## src/rtl/uart_rx_msg_ctrl.sv

```systemverilog
// uart_rx_msg_ctrl: drives the UART receiver and packs MSG_BYTES received bytes into one message.
// Optional UART_MSG_CHECKSUM_EN: last byte must equal the XOR of the preceding bytes (error 100 otherwise).
module uart_rx_msg_ctrl #(
  parameter int MSG_BYTES      = 4,
  parameter int TIMEOUT_CYCLES = 100000
) (
  input  logic                   Clk,
  input  logic                   reset,
  input  logic                   ctrl_enable,
  input  logic [2:0]             cfg_baud_sel,
  input  logic                   Rx_VALID,
  input  logic [7:0]             Rx_DATA,
  input  logic                   Rx_PERROR,
  input  logic                   Rx_FERROR,
  output logic                   Rx_EN,
  output logic [2:0]             baud_select,
  output logic [8*MSG_BYTES-1:0] msg_data,
  output logic                   msg_valid,
  output logic                   msg_error,
  output logic [2:0]             err_code,
  output logic                   busy
);

  localparam int CW = (MSG_BYTES > 1) ? $clog2(MSG_BYTES) : 1;
  localparam int TW = $clog2(TIMEOUT_CYCLES + 1);
  localparam logic [CW-1:0] LAST_SLOT = CW'(MSG_BYTES - 1);
  localparam logic [TW-1:0] TIMER_MAX = TW'(TIMEOUT_CYCLES - 1);

  localparam logic [2:0] ERR_NONE     = 3'b000;
  localparam logic [2:0] ERR_PARITY   = 3'b001;
  localparam logic [2:0] ERR_FRAME    = 3'b010;
  localparam logic [2:0] ERR_TIMEOUT  = 3'b011;
  localparam logic [2:0] ERR_CHECKSUM = 3'b100;

  typedef enum logic [1:0] {IDLE, COLLECT, DONE, ERROR} state_t;

  state_t                 state_reg;
  logic [CW-1:0]          count_reg;
  logic [TW-1:0]          timer_reg;
  logic [8*MSG_BYTES-1:0] buf_reg;
  logic [8*MSG_BYTES-1:0] buf_wr;
  logic [8*MSG_BYTES-1:0] msg_data_reg;
  logic                   msg_valid_reg;
  logic                   msg_error_reg;
  logic [2:0]             err_code_reg;
  logic [2:0]             baud_reg;
  logic                   busy_reg;
  logic                   rx_en_reg;
  logic                   valid_prev_reg;
  logic                   err_prev_reg;

  logic       valid_edge;
  logic       err_edge;
  logic [2:0] err_cause;
  logic       checksum_ok;

  assign valid_edge = Rx_VALID & ~valid_prev_reg;
  assign err_edge   = (Rx_PERROR | Rx_FERROR) & ~err_prev_reg;
  assign err_cause  = Rx_PERROR ? ERR_PARITY : ERR_FRAME;

  // Buffer with the incoming byte merged into the current slot; byte 0 sits in the MSBs.
  genvar gi;
  generate
    for (gi = 0; gi < MSG_BYTES; gi++) begin : g_slot
      assign buf_wr[8*(MSG_BYTES-1-gi) +: 8] =
        (count_reg == CW'(gi)) ? Rx_DATA : buf_reg[8*(MSG_BYTES-1-gi) +: 8];
    end
  endgenerate

`ifdef UART_MSG_CHECKSUM_EN
  logic [7:0] xor_acc;
  always_comb begin
    xor_acc = 8'h00;
    for (int i = 0; i < MSG_BYTES - 1; i++) begin
      xor_acc = xor_acc ^ buf_wr[8*(MSG_BYTES-1-i) +: 8];
    end
  end
  assign checksum_ok = (MSG_BYTES < 2) || (xor_acc == buf_wr[7:0]);
`else
  assign checksum_ok = 1'b1;
`endif

  always_ff @(posedge Clk or negedge reset) begin
    if (!reset) begin
      state_reg      <= IDLE;
      count_reg      <= '0;
      timer_reg      <= '0;
      buf_reg        <= '0;
      msg_data_reg   <= '0;
      msg_valid_reg  <= 1'b0;
      msg_error_reg  <= 1'b0;
      err_code_reg   <= ERR_NONE;
      baud_reg       <= 3'b000;
      busy_reg       <= 1'b0;
      rx_en_reg      <= 1'b0;
      valid_prev_reg <= 1'b0;
      err_prev_reg   <= 1'b0;
    end else begin
      valid_prev_reg <= Rx_VALID;
      err_prev_reg   <= Rx_PERROR | Rx_FERROR;
      msg_valid_reg  <= 1'b0;
      if (state_reg == IDLE) begin
        baud_reg <= cfg_baud_sel;
      end

      if (!ctrl_enable) begin
        // Disable abandons everything except the last good message.
        state_reg     <= IDLE;
        count_reg     <= '0;
        timer_reg     <= '0;
        busy_reg      <= 1'b0;
        rx_en_reg     <= 1'b0;
        msg_error_reg <= 1'b0;
        err_code_reg  <= ERR_NONE;
      end else begin
        case (state_reg)
          IDLE, COLLECT, DONE: begin
            if (err_edge) begin
              state_reg     <= ERROR;
              err_code_reg  <= err_cause;
              msg_error_reg <= 1'b1;
              count_reg     <= '0;
              timer_reg     <= '0;
              busy_reg      <= 1'b0;
              rx_en_reg     <= 1'b0;
            end else if (state_reg == DONE) begin
              state_reg <= IDLE;
              rx_en_reg <= 1'b1;
            end else if (valid_edge) begin
              buf_reg   <= buf_wr;
              timer_reg <= '0;
              if (count_reg == LAST_SLOT) begin
                count_reg <= '0;
                busy_reg  <= 1'b0;
                rx_en_reg <= 1'b0;
                if (checksum_ok) begin
                  state_reg     <= DONE;
                  msg_data_reg  <= buf_wr;
                  msg_valid_reg <= 1'b1;
                  msg_error_reg <= 1'b0;
                  err_code_reg  <= ERR_NONE;
                end else begin
                  state_reg     <= ERROR;
                  msg_error_reg <= 1'b1;
                  err_code_reg  <= ERR_CHECKSUM;
                end
              end else begin
                state_reg <= COLLECT;
                count_reg <= count_reg + CW'(1);
                busy_reg  <= 1'b1;
                rx_en_reg <= 1'b1;
              end
            end else if (state_reg == COLLECT) begin
              if (timer_reg == TIMER_MAX) begin
                state_reg     <= ERROR;
                err_code_reg  <= ERR_TIMEOUT;
                msg_error_reg <= 1'b1;
                count_reg     <= '0;
                timer_reg     <= '0;
                busy_reg      <= 1'b0;
                rx_en_reg     <= 1'b0;
              end else begin
                timer_reg <= timer_reg + TW'(1);
                rx_en_reg <= 1'b1;
              end
            end else begin
              rx_en_reg <= 1'b1;
            end
          end
          default: begin
            state_reg <= IDLE;
            rx_en_reg <= 1'b1;
          end
        endcase
      end
    end
  end

  assign Rx_EN       = rx_en_reg;
  assign baud_select = baud_reg;
  assign msg_data    = msg_data_reg;
  assign msg_valid   = msg_valid_reg;
  assign msg_error   = msg_error_reg;
  assign err_code    = err_code_reg;
  assign busy        = busy_reg;

endmodule

```

## config.mk

```make
export PLATFORM = sky130hd
export DESIGN_NAME = uart_rx_msg_ctrl
export DESIGN_NICKNAME = d
export VERILOG_FILES = /design/src/rtl/uart_rx_msg_ctrl.sv
export SDC_FILE = /design/constraint.sdc
export NUM_CORES = 1
export LEC_CHECK = 0
export ABC_AREA = 1
export CORE_MARGIN = 2
export CORE_UTILIZATION = 45
export CTS_CLUSTER_SIZE = 20
export DETAILED_ROUTE_END_ITERATION = 8
export PLACE_DENSITY = 0.67
export SLEW_MARGIN = 10
export SYNTH_ARGS = -nofsm -noshare
export SYNTH_HDL_FRONTEND = slang
export SYNTH_SLANG_ARGS = --single-unit
```

## constraint.sdc

```tcl
create_clock -name Clk -period 3.6 [get_ports Clk]
set_clock_uncertainty 0.1 [all_clocks]
set_input_delay 0.9 -clock Clk [delete_from_list [all_inputs] [get_ports Clk]]
set_output_delay 0.9 -clock Clk [all_outputs]
set_load 0.01 [all_outputs]
```

======== Word level (Yosys, flattened, before mapping) ========
Cells that the tools add are included.
W data, S select, Z words.
operators by class
  equality and inequality tests ........... 13
  muxes and demuxes ....................... 65
  bitwise operators ....................... 7
  reduce and logical (&&, ||, !) cells .... 9
  add/subtract/negate cells ............... 2
operator list
  operator                 count
  $mux W17                 7
  $mux W2                  17
  $mux W8                  4
  $mux W1                  29
  $mux W3                  8
  $add A17 B1 Y17 const B  1
  $eq A17 B17 Y1 const B   1
  $ne A6 B6 Y1 const B     2
  $reduce_and A5 Y1        2
  $ne A4 B1 Y1 const B     2
  $eq A2 B2 Y1 const B     3
  $reduce_and A6 Y1        1
  $eq A2 B1 Y1 const B     2
  $logic_not A2 Y1         2
  $ne A4 B2 Y1 const B     1
  $not A1 Y1               4
  $reduce_and A4 Y1        1
  $ne A3 B3 Y1 const B     1
  $reduce_and A3 Y1        1
  $reduce_or A3 Y1         1
  $add A2 B1 Y2 const B    1
  $and A1 B1 Y1            2
  $ne A2 B1 Y1 const B     1
  $reduce_and A2 Y1        1
  $or A1 B1 Y1             1
storage, ports and cells
  word-level logic and storage cells ...... 109
  register bits after elaboration ......... 97
  input bits .............................. 17
  output and inout port bits .............. 42

======== Longest topological paths before layout ========
  word-level depth ........................ 8
  gate-level depth with buffers ........... 11

======== Least setup slack after synthesis ========
No wires, ideal clock.
  path kind ............................... input port to flip-flop
  start point ............................. input port Rx_PERROR
  end point ............................... register buf_reg[10]
  path buffers ............................ 2
  slack ................................... 1.697 ns
  required time ........................... 3.426 ns
  arrival time ............................ 1.728 ns
  stages .................................. 11
  path through ............................ inv_2 > nand2_4 > nand2_4 > nand2_2 > inv_2 > nand2_4 > inv_2 > buf_6 > buf_6 > nand2_2 > o21ai_2
on the way
  cells in the longest elaborated chain, start to end .. 4
ends and longest elaborated chain
  what                         line  source
  from (decl)                  13    input logic Rx_PERROR,
  $or A1 B1 Y1                 58    assign err_edge = (Rx_PERROR | Rx_FERROR) & ~err_prev_reg;
  $and A1 B1 Y1                58
  $not A1 Y1 (no line)         n/a
  $reduce_and A5 Y1 (no line)  n/a
  to (signal assigned)         130   buf_reg <= buf_wr;
  to (decl)                    40    logic [8*MSG_BYTES-1:0] buf_reg;
Every way passes these cells.
A chain may end at the register's enable or synchronous reset.

======== Final worst setup path ========
  start point ............................. input port Rx_VALID
  end point ............................... register buf_reg[29]
on the way
  cells in the longest elaborated chain, start to end .. 2
ends and longest elaborated chain
  what                         line  source
  from (decl)                  11    input logic Rx_VALID,
  $and A1 B1 Y1                57    assign valid_edge = Rx_VALID & ~valid_prev_reg;
  $reduce_and A5 Y1 (no line)  n/a
Every way passes these cells.

==> impl_metrics.tcl <==
set metrics [dict create \
    status "complete, no violations" \
    fin_cells 718 \
    regToRegSetupSlack_ns 1.72 \
    synth_xor_area_share_pct 0.398 \
    period_share_pct 70.5 \
    synth-warning-count 0 \
    tns_ns 0 \
    clk_path_buf_depth 2 \
    grt_max_degree 89 \
    drive_gt1_share_pct 11.8 \
    cts_buffers 9 \
    grt_use_total_pct 19.0 \
    yosysTopAreaCellShare_pct 50.1 \
    synth_top_family_by_area "simple AND/OR/NAND/NOR gates" \
    synth_cell_types 38 \
    syn_inst 531 \
    fmax_mhz 394 \
    rsz0062_at_grt "false" \
    path_class "in2reg" \
    htreeDepth 3 \
    viasPerCell 4.99 \
    rows 36 \
    initial_core_util_pct 45.6 \
    synth_area_leader_cell "dfrtp_1" \
    grt_overflow 0 \
    final_hold_viol_count 0 \
    crit_arrival_ns 2.70 \
    crit_required_ns 3.76 \
    cap_violations 0 \
    drc 0 \
    yosys-top-cells-area "dfrtp_1 (50%), nand2_1 (14%), o21ai_0 (7.1%)" \
    post_cts_buffers 0 \
    grt_pass1_vias 3325 \
    startpoint_type "primary input" \
    synth_compound_area_share_pct 13.9 \
    syn-num-nets 553 \
    place_area_um2 5040 \
    core_um2 9640 \
    synth_most_common_cell "nand2_1" \
    clock_sinks 88 \
    diodes 0 \
    syn_avg_cell_area_um2 8.28 \
    slew_headroom_pct 64.5 \
    cts_root_buf "clkbuf_8" \
    postCtsHoldBufs 0 \
    worst_setup_path_end_kind "flip-flop" \
    hpwl_um 6600 \
    worstSkewPairLatency_ns 0.35 \
    yosys-top-cells-count "nand2_1 (166), dfrtp_1 (88), o21ai_0 (62), inv_1 (50), o21ai_1 (29)" \
    largest_reg_flops 32 \
    fp.dieH_um 103 \
    ir_drop_v 0.000282 \
    synth_edf_count 0 \
    synth-simple-area-share_pct 25.2 \
    place_congestion 0.887 \
    final_cell_area_um2 5270 \
    cts_resized 0 \
    muxShareOfSynthArea_pct 0.768 \
    drt-pass1-iter-count 4 \
    drt-initial-drc-count 141 \
    async_flop_share_pct 100 \
    worst-path-max-fanout 40 \
    ys_seq_area_share_pct 50.1 \
    numPortBuffers 57 \
    setup_viol 0 \
    drv_slew 0 \
    synth_fa_ha_area_share_pct 1.42 \
    post-route-min-period_ns 2.54 \
    tritoncts "yes" \
    wl_per_cell_um 13.2 \
    syn_area_um2 4400 \
    die_area_um2 10600 \
    p_total_w 0.00227 \
    power_density_nw_per_um2 430 \
    die_x_um 103 \
    clk_pin_slew_worst_paths_ns 0.08 \
    setup_ws_ns 1.06 \
    area_growth_pct 19.9 \
    antenna_found_initial 0 \
    hold_class "reg2reg" \
    ant_nets 0 \
    ios 59 \
    finalWirelength_um 9510 \
    post-place-ws_ns 0.720 \
    worst_slew_pin_slew_ns 0.532 \
    grt_pass1_wl_um 15700 \
    fill_cells 943 \
    ys_ff_latch 88 \
    synth-main-ff-cell "dfrtp_1" \
    dr_total_vias 3581 \
    dp.cells 702 \
    nets 603 \
    p_leak_nw 2.47 \
]
## layout by cell type (no fill, tap or decap), types with 3 or more instances in the layout
| master | instances |
|---|---|
| nor2_2 | 4 |
| nand2_2 | 9 |
| o21ai_2 | 10 |
| o21ai_1 | 29 |
| mux2_2 | 3 |
| inv_1 | 50 |
| clkdlybuf4s50_1 | 56 |
| inv_2 | 8 |
| nor3_1 | 8 |
| dfrtp_1 | 88 |
| ha_1 | 5 |
| nor2_1 | 19 |
| o21ai_0 | 62 |
| nand2_1 | 166 |
| a21oi_2 | 4 |
| clkbuf_8 | 9 |
| nand2_4 | 4 |
| nand3_1 | 19 |
## metrics by stage
stage                     util (%)  hold slack [ns]
after floorplan                  -            0.374
after global placement        52.3            0.362
after detailed placement      52.3            0.369
after CTS                     54.4            0.387
after global routing          54.7            0.401
final                         54.7            0.381
## worst paths after layout
kind,start,cells after the start,end
worst max-delay path,Rx_VALID,10,buf_reg[29]
worst min-delay path,msg_data[4],2,msg_data[4]
worst max register to register,valid_prev_reg,10,buf_reg[29]
worst min register to register,msg_data[4],2,msg_data[4]
max in group asynchronous,reset,2,timer_reg[5]
min in group asynchronous,reset,1,msg_data[20]
## cell type report
| cell class | instances | area (um^2) | share of cell area [%] |
|---|---|---|---|
| Tap cell | 133 | 166 | 3.16 |
| Inverter | 59 | 229 | 4.34 |
| Multi-Input combinational cell | 363 | 1840 | 34.8 |
| Clock inverter | 4 | 70.1 | 1.33 |
| Sequential cell | 88 | 2200 | 41.8 |
| Timing Repair Buffer | 60 | 636 | 12.1 |
| Clock buffer | 11 | 131 | 2.49 |
## kinds of logic (layout without fill, tap and decap cells)
logic type | count (synthesis) | count (layout)
and+or+nand+nor | 242 | 242
AOI/OAI and AO/OA | 110 | 110
muxes | 3 | 3
DFF | 88 | 88
buffers and inverters | 80 | 134
xor gates and xnor gates | 2 | 2
adders and majority gates | 5 | 5
other | 1 | 1
## critical path: stages
cell and delay [ns]:
clkdlybuf4s50_1 0.52, nand2_1 0.10, inv_2 0.10, nand2_2 0.08, inv_2 0.08, nand2_4 0.19
inv_2 0.27, buf_12 0.24, nand2_1 0.08, o21ai_1 0.09
## routing by layer
| layer | part of all wire, % | wire, um | track usage [%] | vias to the layer above |
|---|---|---|---|---|
| li1 | - | - | - | 1784 |
| met3 | 3.8 | 358 | 2.51 | 9 |
| met5 | 0 | 0 | 0 | - |
| met4 | 0.92 | 87 | 6.58 | 0 |
| met2 | 49 | 4620 | 31.9 | 73 |
| met1 | 47 | 4440 | 25.6 | 1715 |
## report_power, final
part	total (W)	switching [W]	internal [W]
clock network	0.000730	0.000344	0.000386
logic	0.000407	0.000249	0.000158
registers	0.00113	0.0000389	0.00109
(Power assumes the default switching activity.)
